File: src/rtl/seg_pkg.sv
// Shared constants for the seven-segment receive path: glyph table, segment bit
// positions and the glyph-to-hex decoder.
package seg_pkg;

  localparam int NUM_DIGITS = 8;
  localparam int IDX_W      = 3;

  // Bit positions within a segment bus (a is the MSB).
  localparam int SEG_A  = 7;
  localparam int SEG_B  = 6;
  localparam int SEG_C  = 5;
  localparam int SEG_D  = 4;
  localparam int SEG_E  = 3;
  localparam int SEG_F  = 2;
  localparam int SEG_G  = 1;
  localparam int SEG_DP = 0;

  localparam logic [7:0] BLANK_RAW = 8'hFF;

  // Active-high a..g,dp codes with dp clear.
  localparam logic [7:0] GLYPH_0 = 8'hFC;
  localparam logic [7:0] GLYPH_1 = 8'h60;
  localparam logic [7:0] GLYPH_2 = 8'hDA;
  localparam logic [7:0] GLYPH_3 = 8'hF2;
  localparam logic [7:0] GLYPH_4 = 8'h66;
  localparam logic [7:0] GLYPH_5 = 8'hB6;
  localparam logic [7:0] GLYPH_6 = 8'hBE;
  localparam logic [7:0] GLYPH_7 = 8'hE0;
  localparam logic [7:0] GLYPH_8 = 8'hFE;
  localparam logic [7:0] GLYPH_9 = 8'hF6;
  localparam logic [7:0] GLYPH_A = 8'hEE;
  localparam logic [7:0] GLYPH_B = 8'h3E;
  localparam logic [7:0] GLYPH_C = 8'h9C;
  localparam logic [7:0] GLYPH_D = 8'h7A;
  localparam logic [7:0] GLYPH_E = 8'h9E;
  localparam logic [7:0] GLYPH_F = 8'h8E;

  localparam logic [15:0][7:0] GLYPHS = {
    GLYPH_F, GLYPH_E, GLYPH_D, GLYPH_C, GLYPH_B, GLYPH_A, GLYPH_9, GLYPH_8,
    GLYPH_7, GLYPH_6, GLYPH_5, GLYPH_4, GLYPH_3, GLYPH_2, GLYPH_1, GLYPH_0
  };

  typedef struct packed {
    logic       err;
    logic [3:0] val;
  } glyph_dec_t;

  // Takes a raw active-low bus; anything outside the table (blank included) is err.
  function automatic glyph_dec_t decode_glyph(input logic [7:0] raw);
    logic [7:0] pat;
    glyph_dec_t res;
    pat         = ~raw;
    pat[SEG_DP] = 1'b0;
    res         = '{err: 1'b1, val: 4'd0};
    for (int i = 0; i < 16; i++) begin
      if (pat == GLYPHS[i]) begin
        res.err = 1'b0;
        res.val = i[3:0];
      end
    end
    return res;
  endfunction

endpackage

File: src/rtl/seg_digit_filter.sv
// Per-digit stability filter: tracks the last sample, counts identical repeats
// and flags a pending event when a new stable pattern differs from the last one reported.
module seg_digit_filter
  import seg_pkg::*;
#(
  parameter int STABLE_CYCLES = 4
) (
  input  logic       clk,
  input  logic       rst,
  input  logic [7:0] sample,
  input  logic       clr,
  output logic [7:0] rep,
  output logic       pend
);

  localparam logic [7:0] CNT_MAX = 8'(STABLE_CYCLES - 1);

  logic [7:0] smp, cnt, cnt_nxt;
  logic       same, fire;

  always_comb begin
    same    = (sample == smp);
    cnt_nxt = 8'd0;
    if (same) cnt_nxt = (cnt == CNT_MAX) ? cnt : cnt + 8'd1;
    fire    = same && (cnt_nxt == CNT_MAX) && (smp != rep);
  end

  // A fresh stable pattern wins over a same-edge grant so the newer value still gets reported.
  always_ff @(posedge clk or posedge rst) begin
    if (rst) begin
      smp  <= BLANK_RAW;
      cnt  <= 8'd0;
      rep  <= BLANK_RAW;
      pend <= 1'b0;
    end else begin
      smp <= sample;
      cnt <= cnt_nxt;
      if (fire) rep <= smp;
      if (fire)     pend <= 1'b1;
      else if (clr) pend <= 1'b0;
    end
  end

endmodule

File: src/rtl/seg_decode.sv
// Seven-segment decoder and change reporter: eight filtered digits, round-robin
// arbitration into a single valid/ready event register. Optional: SEG_DECODE_DP_EN.
module seg_decode
  import seg_pkg::*;
#(
  parameter int STABLE_CYCLES = 4
) (
  input  logic       clk,
  input  logic       rst,
  input  logic [7:0] i_seg0,
  input  logic [7:0] i_seg1,
  input  logic [7:0] i_seg2,
  input  logic [7:0] i_seg3,
  input  logic [7:0] i_seg4,
  input  logic [7:0] i_seg5,
  input  logic [7:0] i_seg6,
  input  logic [7:0] i_seg7,
  output logic       o_valid,
  input  logic       i_ready,
  output logic [2:0] o_idx,
  output logic [3:0] o_val,
  output logic       o_err,
  output logic       o_dp
);

  logic [NUM_DIGITS-1:0][7:0] seg_raw, sample, rep;
  logic [NUM_DIGITS-1:0]      pend, clr;

  assign seg_raw = {i_seg7, i_seg6, i_seg5, i_seg4, i_seg3, i_seg2, i_seg1, i_seg0};

  for (genvar g = 0; g < NUM_DIGITS; g++) begin : g_dig
`ifdef SEG_DECODE_DP_EN
    assign sample[g] = seg_raw[g];
`else
    // Forcing raw dp off keeps blank at 8'hFF, so idle digits never look changed.
    assign sample[g] = seg_raw[g] | 8'h01;
`endif
    seg_digit_filter #(.STABLE_CYCLES(STABLE_CYCLES)) u_filt (
      .clk    (clk),
      .rst    (rst),
      .sample (sample[g]),
      .clr    (clr[g]),
      .rep    (rep[g]),
      .pend   (pend[g])
    );
  end

  // ptr holds the first index to search: last grant + 1.
  logic [IDX_W-1:0] ptr, grant_idx, probe;
  logic             found, load;
  glyph_dec_t       dec;

  always_comb begin
    grant_idx = '0;
    probe     = '0;
    found     = 1'b0;
    for (int i = 0; i < NUM_DIGITS; i++) begin
      probe = ptr + i[IDX_W-1:0];
      if (!found && pend[probe]) begin
        found     = 1'b1;
        grant_idx = probe;
      end
    end
  end

  assign load = (!o_valid || i_ready) && found;
  assign clr  = load ? (NUM_DIGITS'(1) << grant_idx) : '0;
  assign dec  = decode_glyph(rep[grant_idx]);

  always_ff @(posedge clk or posedge rst) begin
    if (rst) begin
      ptr     <= '0;
      o_valid <= 1'b0;
      o_idx   <= '0;
      o_val   <= '0;
      o_err   <= 1'b0;
      o_dp    <= 1'b0;
    end else if (load) begin
      ptr     <= grant_idx + 3'd1;
      o_valid <= 1'b1;
      o_idx   <= grant_idx;
      o_val   <= dec.val;
      o_err   <= dec.err;
`ifdef SEG_DECODE_DP_EN
      o_dp    <= ~rep[grant_idx][SEG_DP];
`else
      o_dp    <= 1'b0;
`endif
    end else if (i_ready) begin
      o_valid <= 1'b0;
    end
  end

endmodule

File: config.mk
export PLATFORM = sky130hd
export DESIGN_NAME = seg_decode
export DESIGN_NICKNAME = d
export VERILOG_FILES = /design/src/rtl/seg_pkg.sv /design/src/rtl/seg_digit_filter.sv /design/src/rtl/seg_decode.sv
export SDC_FILE = /design/constraint.sdc
export NUM_CORES = 1
export LEC_CHECK = 0
export BUFFER_PORTS_ARGS = -buffer_cell sky130_fd_sc_hd__buf_4
export CORE_MARGIN = 2
export CORE_UTILIZATION = 62
export DETAILED_ROUTE_END_ITERATION = 10
export PLACE_DENSITY = 0.81
export SETUP_SLACK_MARGIN = 0.02
export SLEW_MARGIN = 20
export SYNTH_ARGS = -nofsm -noshare
export SYNTH_HDL_FRONTEND = slang
export SYNTH_HIERARCHICAL = 1
export SYNTH_SLANG_ARGS = --single-unit
File: constraint.sdc
create_clock -name clk -period 5.4 [get_ports clk]
set_clock_uncertainty 0.1 [all_clocks]
set_input_delay 0.54 -clock clk [delete_from_list [all_inputs] [get_ports clk]]
set_output_delay 0.54 -clock clk [all_outputs]
set_load 0.01 [all_outputs]
Word-level counts from Yosys, hierarchy flattened

Index checks and enable logic that the tools add are counted.

$add $sub $neg: 16
$mul: 0
Divide/modulo/power cells: 0
$lt $le $gt $ge: 9
Equality and inequality tests: 48
Shifts and indexed selects: 1
Mux-type cells: 85
Bitwise operators: 1
Reductions and logical operators: 42

Operators by type and width:

| cell                                                       | number |
|---|---|
| 2-to-1 mux 8 bit                                           | 18 |
| equality test 8 x 2 -> 1 bit, second input constant        | 16 |
| equality test 7 bit, second input constant                 | 12 |
| 2-to-1 mux 5 bit                                           | 16 |
| adder 8 x 1 -> 8 bit, second input constant                | 8 |
| equality test 7 bit                                        | 8 |
| != test 7 bit                                              | 8 |
| less-than comparator 3 x 4 -> 1 bit, second input constant | 9 |
| 2-to-1 mux 1 bit                                           | 34 |
| binary-select mux 1 bit (select 3 bit)                     | 8 |
| binary-select mux 8 bit (select 3 bit)                     | 1 |
| logical AND 1 bit                                          | 24 |
| 2-to-1 mux 3 bit                                           | 8 |
| equality test 7 x 6 -> 1 bit, second input constant        | 3 |
| nonzero test 2 bit                                         | 9 |
| adder 3 bit, second input constant                         | 4 |
| logical NOT 1 bit                                          | 8 |
| inverter 8 bit                                             | 1 |
| << shifter 1 x 3 -> 8 bit, first input constant            | 1 |
| equality test 7 x 5 -> 1 bit, second input constant        | 1 |
| adder 3 x 1 -> 3 bit, second input constant                | 2 |
| adder 3 x 2 -> 3 bit, second input constant                | 2 |
| logical OR 1 bit                                           | 1 |

Flip-flop bits (word level): 196
Bits in latches: 0
Memory bits (writable): 0
Bits in read-only memories: 0
Memories: 0

Depth between registers and ports, before layout

Depth in word-level cells: 44
Depth in mapped cells: 20
Gate-level depth less buffers: 15

Cells and area by module

Netlist, hierarchy kept.

By module, submodules not included:

| module           | instances | cells each | area each (um^2) | seq. area each (um^2) |
|---|---|---|---|---|
| seg_digit_filter | 8         | 100        | 1208.7           | 645.6 |
| seg_decode       | 1         | 282        | 2573.7           | 300.3 |

Worst setup path before layout

Ideal clock, no wire load.

Path type: flip-flop to flip-flop
Start: register ptr[1]
End: register o_val[0]
Setup time: 0.126 ns
Data arrival time: 4.422 ns
Data required time: 5.174 ns
Path slack: 0.752 ns
Cell stages (with the launch flop): 21
Cells stage by stage: dfrtp_1 -> buf_2 -> clkinv_1 -> ha_1 -> buf_4 -> buf_6 -> mux2i_1 -> mux4_2 -> a221o_1 -> nand2b_1 -> o221a_2 -> buf_12 -> inv_6 -> buf_8 -> mux2i_1 -> mux2i_1 -> mux2_4 -> nand3_2 -> a21oi_1 -> a311o_1 -> o32a_1

Cells in the longest elaborated chain, start to end: 43

RTL lines:

| element                                                       | line             | RTL |
|---|---|---|
| from (decl)                                                   | seg_decode.sv:49 | `logic [IDX_W-1:0] ptr, grant_idx, probe;` |
| from (signal assigned)                                        | seg_decode.sv:79 | `ptr <= grant_idx + 3'd1;` |
| branches (longest 23 deep; another with adder 3 x 1 -> 3 bit) | n/a              |  |
| 2-to-1 mux 3 bit (*)                                          | seg_decode.sv:59 | `if (!found && pend[probe]) begin` |
| via grant_idx[0]                                              | seg_decode.sv:49 |  |
| binary-select mux 8 bit (select 3 bit) (*)                    | seg_decode.sv:68 | `assign dec = decode_glyph(rep[grant_idx]);` |
| 2-to-1 mux 8 bit (implied by the code) (*)                    | seg_decode.sv:68 |  |
| inverter 8 bit (*)                                            | seg_pkg.sv:52    | `pat = ~raw;` |
| equality test 7 x 6 -> 1 bit                                  | seg_pkg.sv:56    | `if (pat == GLYPHS[i]) begin` |
| 2-to-1 mux 5 bit (14 in a row)                                | seg_pkg.sv:56    |  |
| 2-to-1 mux 5 bit (*)                                          | seg_pkg.sv:56    |  |
| to (signal assigned)                                          | seg_decode.sv:82 | `o_val <= dec.val;` |
| to (decl)                                                     | seg_decode.sv:21 | `output logic [3:0] o_val,` |

Mark *: on every way through the listed nets, which the timed path passes. The select of a mux whose other input is x is not followed.
A chain may end at the register's enable or synchronous reset.

Final worst setup path

Start: register ptr[0]
End: register o_val[0]

Cells in the longest elaborated chain, start to end: 43

RTL lines:

| element |
|---|
| branches (longest 43 deep; another with adder 3 x 1 -> 3 bit) |

Several ways; the timed one is not identified. The select of a mux whose other input is x is not followed.

==> metrics.cfg <==
[logic_synthesis]
synth_largest_area_cell = dfstp_2
ys_warn_count = 6
synth_top_cell_area_share_pct = 27.5
synthCells = 1082
synth.top_cells.by_area = dfstp_2 (27%), dfrtp_1 (17%), xor2_1 (7.5%), mux2_2 (6.7%), xnor2_1 (6.4%)
synth-main-ff-cell = dfstp_2
synth_edf_count = 0
synth.avg_cell_area_sq_um = 11.3
ys_seq_area_share_pct = 44.6
async_flop_share_pct = 100
synth_area_sq_um = 12200
ys_types = 82
synth_seq_cells = 212

[power]
power.density_nw_per_um2 = 294
ir_drop_mv = 0.308
internal-power_w = 0.00297
p_switching_w = 0.00109
combPwrFrac_pct = 17.6
power_w = 0.00406
power_frac_clock_pct = 39.4
sequentialPowerShare_pct = 43.0
sw_frac_of_total_pct = 26.9
power_leakage_nw = 5.76

[clocking]
post_cts_buffers = 0
cts_resized = 0
cts_max_path_buffers = 3
ctsHtreeMaxLevel = 1
cts_tree = built
cts-root-buf = clkbuf_16
clk_latency_ps = 510
path_clk_slew_ps = 60
cts_hold_buf = 0
cts_num_sinks = 212
cts_buffers = 24

[layout]
seqCellArea_sq_um = 5470
nets = 1261
multi_input_area_sq_um = 6440
diodes = 0
syn2layout_area_growth_pct = 12.7
drive_gt1_share_pct = 32.6
nFillCells = 1423

[sta]
rsz0062_at_grt = false
finalCritPeriodShare_pct = 89.7
final.setup.tns_ps = 0
slew_viol_final = 0
setup_viol = 0
period_needed_ps = 4850
relSlewSlack_pct = 35.3
hold_viol_final = 0
tightest_slew_ps = 969
fmax_ghz = 0.206

[worst_setup_path]
r2r-end = o_val[0]$_DFFE_PP0P_
worst-path-max-fanout = 10
rrSetupSlack_ps = 550
cp-startpoint = ptr[0]$_DFFE_PP0P_
crit_path_end = o_val[0]$_DFFE_PP0P_
startpoint_type = flip-flop
worstReg2RegStart = ptr[0]$_DFFE_PP0P_
cp.arrival_ps = 5130
rr_worst_depth = 15
crit_type = flip-flop to flip-flop
crit_path_end_kind = flip-flop
crit_required_ps = 5690

[detailed_routing]
drt-initial-drc-count = 396
drc = 0
vias = 8405
routed_wl_mm = 25.6
dr.pass1.iters = 5
wl_per_cell_um = 17.5
antenna_left = 0
via_per_inst = 5.75

[grt]
grt_start_max_net_pins = 26
grt_pass1_vias = 8448
grt_pass1_wl_mm = 42.1
grt_overflow = 0
grt.total_usage_pct = 25.2
antenna_found_initial = 0

[run_status]
status = complete, no violations

[floorplanning]
die_h_um = 145
dieArea_sq_um = 20900
fp.coreArea_sq_um = 19400
boundaryPins = 77
die_w_um = 145
rows = 51
start_util_pct = 63.1

[placement]
place_congestion = 0.974
hpwl_mm = 18.4
place.port_buffers = 67

[run]
maxCapViolations = 0

[worst_hold_path]
worstHoldPathType = input port to async pin

flip-flops by register name (all words and copies together), names as in the netlist:
signal             flops
g_dig.u_filt/cnt      64
ptr                    3
g_dig.u_filt/rep      64
g_dig.u_filt/smp      64
g_dig.u_filt/pend      8
o_val                  4
o_err                  1
o_valid                1
o_idx                  3
cells by family after synthesis:
| logic type | synth area share (%) |
|---|---|
| simple gates | 14.8 |
| flops | 44.6 |
| xor+xnor | 13.9 |
| mux | 13.8 |
| compound gates | 7.90 |
| buf+inv | 3.23 |
| fa+ha+maj | 1.64 |
| other cells | 0.0613 |
cell type report:
cell class                 count  share of cell area (%)
clock inverter                 7                   0.462
timing repair buffer          88                    4.88
clock buffer                  37                    5.23
sequential                   212                    39.6
tap                          265                    2.40
inverter                      27                   0.770
multi-input combinational    825                    46.7
stage by stage:
step	utilization [%]	std cells	hold slack [ps]	area (sq um)	setup WS, ps
detailed placement	67.1	1417	393	13000	648
finish	71.2	1461	35.3	13800	554
CTS	71.1	1461	32.1	13800	599
global placement	67.1	1417	391	13000	710
global route	71.2	1461	27.6	13800	409
floorplan	-	1097	305	12300	752
cell usage in the layout, fill, tap and decap left out, types with 13 or more instances in the layout:
cell type	n
and3_1	15
dfrtp_1	84
nor4_1	25
a31oi_1	13
inv_1	24
nor2_1	113
buf_4	87
mux2_2	73
mux2i_1	53
nor3_1	17
xor2_1	105
xnor2_1	90
ha_1	16
nand2_1	61
conb_1	17
o21ai_0	16
nand3_1	27
nand4_1	17
dfstp_2	128
clkbuf_16	26
worst min path at each step:
stage,from,to,depth (start not counted)
floorplan,rst,o_err$_DFFE_PP0P_,1
global placement,o_idx[0]$_DFFE_PP0P_,o_idx[0]$_DFFE_PP0P_,2
detailed placement,o_idx[0]$_DFFE_PP0P_,o_idx[0]$_DFFE_PP0P_,2
CTS,i_seg6[3],g_dig[6].u_filt/smp[3]$_DFF_PP1_,1
global route,i_seg0[6],g_dig[0].u_filt/smp[6]$_DFF_PP1_,1
finish,rst,ptr[0]$_DFFE_PP0P_,2
cells in the mapped netlist (13+ instances only):
| cell | n |
|---|---|
| nor4_1 | 25 |
| mux2i_1 | 53 |
| nor2_1 | 113 |
| ha_1 | 16 |
| mux2_2 | 73 |
| xor2_1 | 105 |
| dfrtp_1 | 84 |
| dfstp_2 | 128 |
| nand4_1 | 17 |
| and3_1 | 15 |
| xnor2_1 | 90 |
| nand2_1 | 61 |
| inv_1 | 24 |
| nor3_1 | 17 |
| o21ai_0 | 16 |
| nand3_1 | 27 |
| a31oi_1 | 13 |
routing by layer:
layer  track usage, %  up-vias  part of all wire, %
met5                0        -                    0
met4             7.26        0                  2.1
met3             3.54       46                  4.7
met2             43.3      210                   49
met1             33.6     4159                   44
li1                 -     3990                    -
critical path: stages, from the launching register on:
cell	delay, ps
dfrtp_1	350
inv_1	140
ha_1	470
mux2_2	400
mux4_2	570
o21bai_1	200
a211oi_2	220
o221a_2	370
buf_4	230
mux2i_1	290
mux2i_1	120
mux2_4	330
nand4b_1	140
a21oi_1	60
a311o_1	370
o32a_1	360
power by group through the flow:
| stage | logic [W] | clock network, W | registers (W) |
|---|---|---|---|
| final | 0.000715 | 0.00160 | 0.00174 |
| after global routing | 0.000779 | 0.00170 | 0.00175 |
| after CTS | 0.000711 | 0.00163 | 0.00174 |
| after detailed placement | 0.000705 | 0 | 0.00177 |
| after global placement | 0.000691 | 0 | 0.00177 |
| after floorplan | 0.000506 | 0 | 0.00176 |
(Power assumes the default switching activity.)
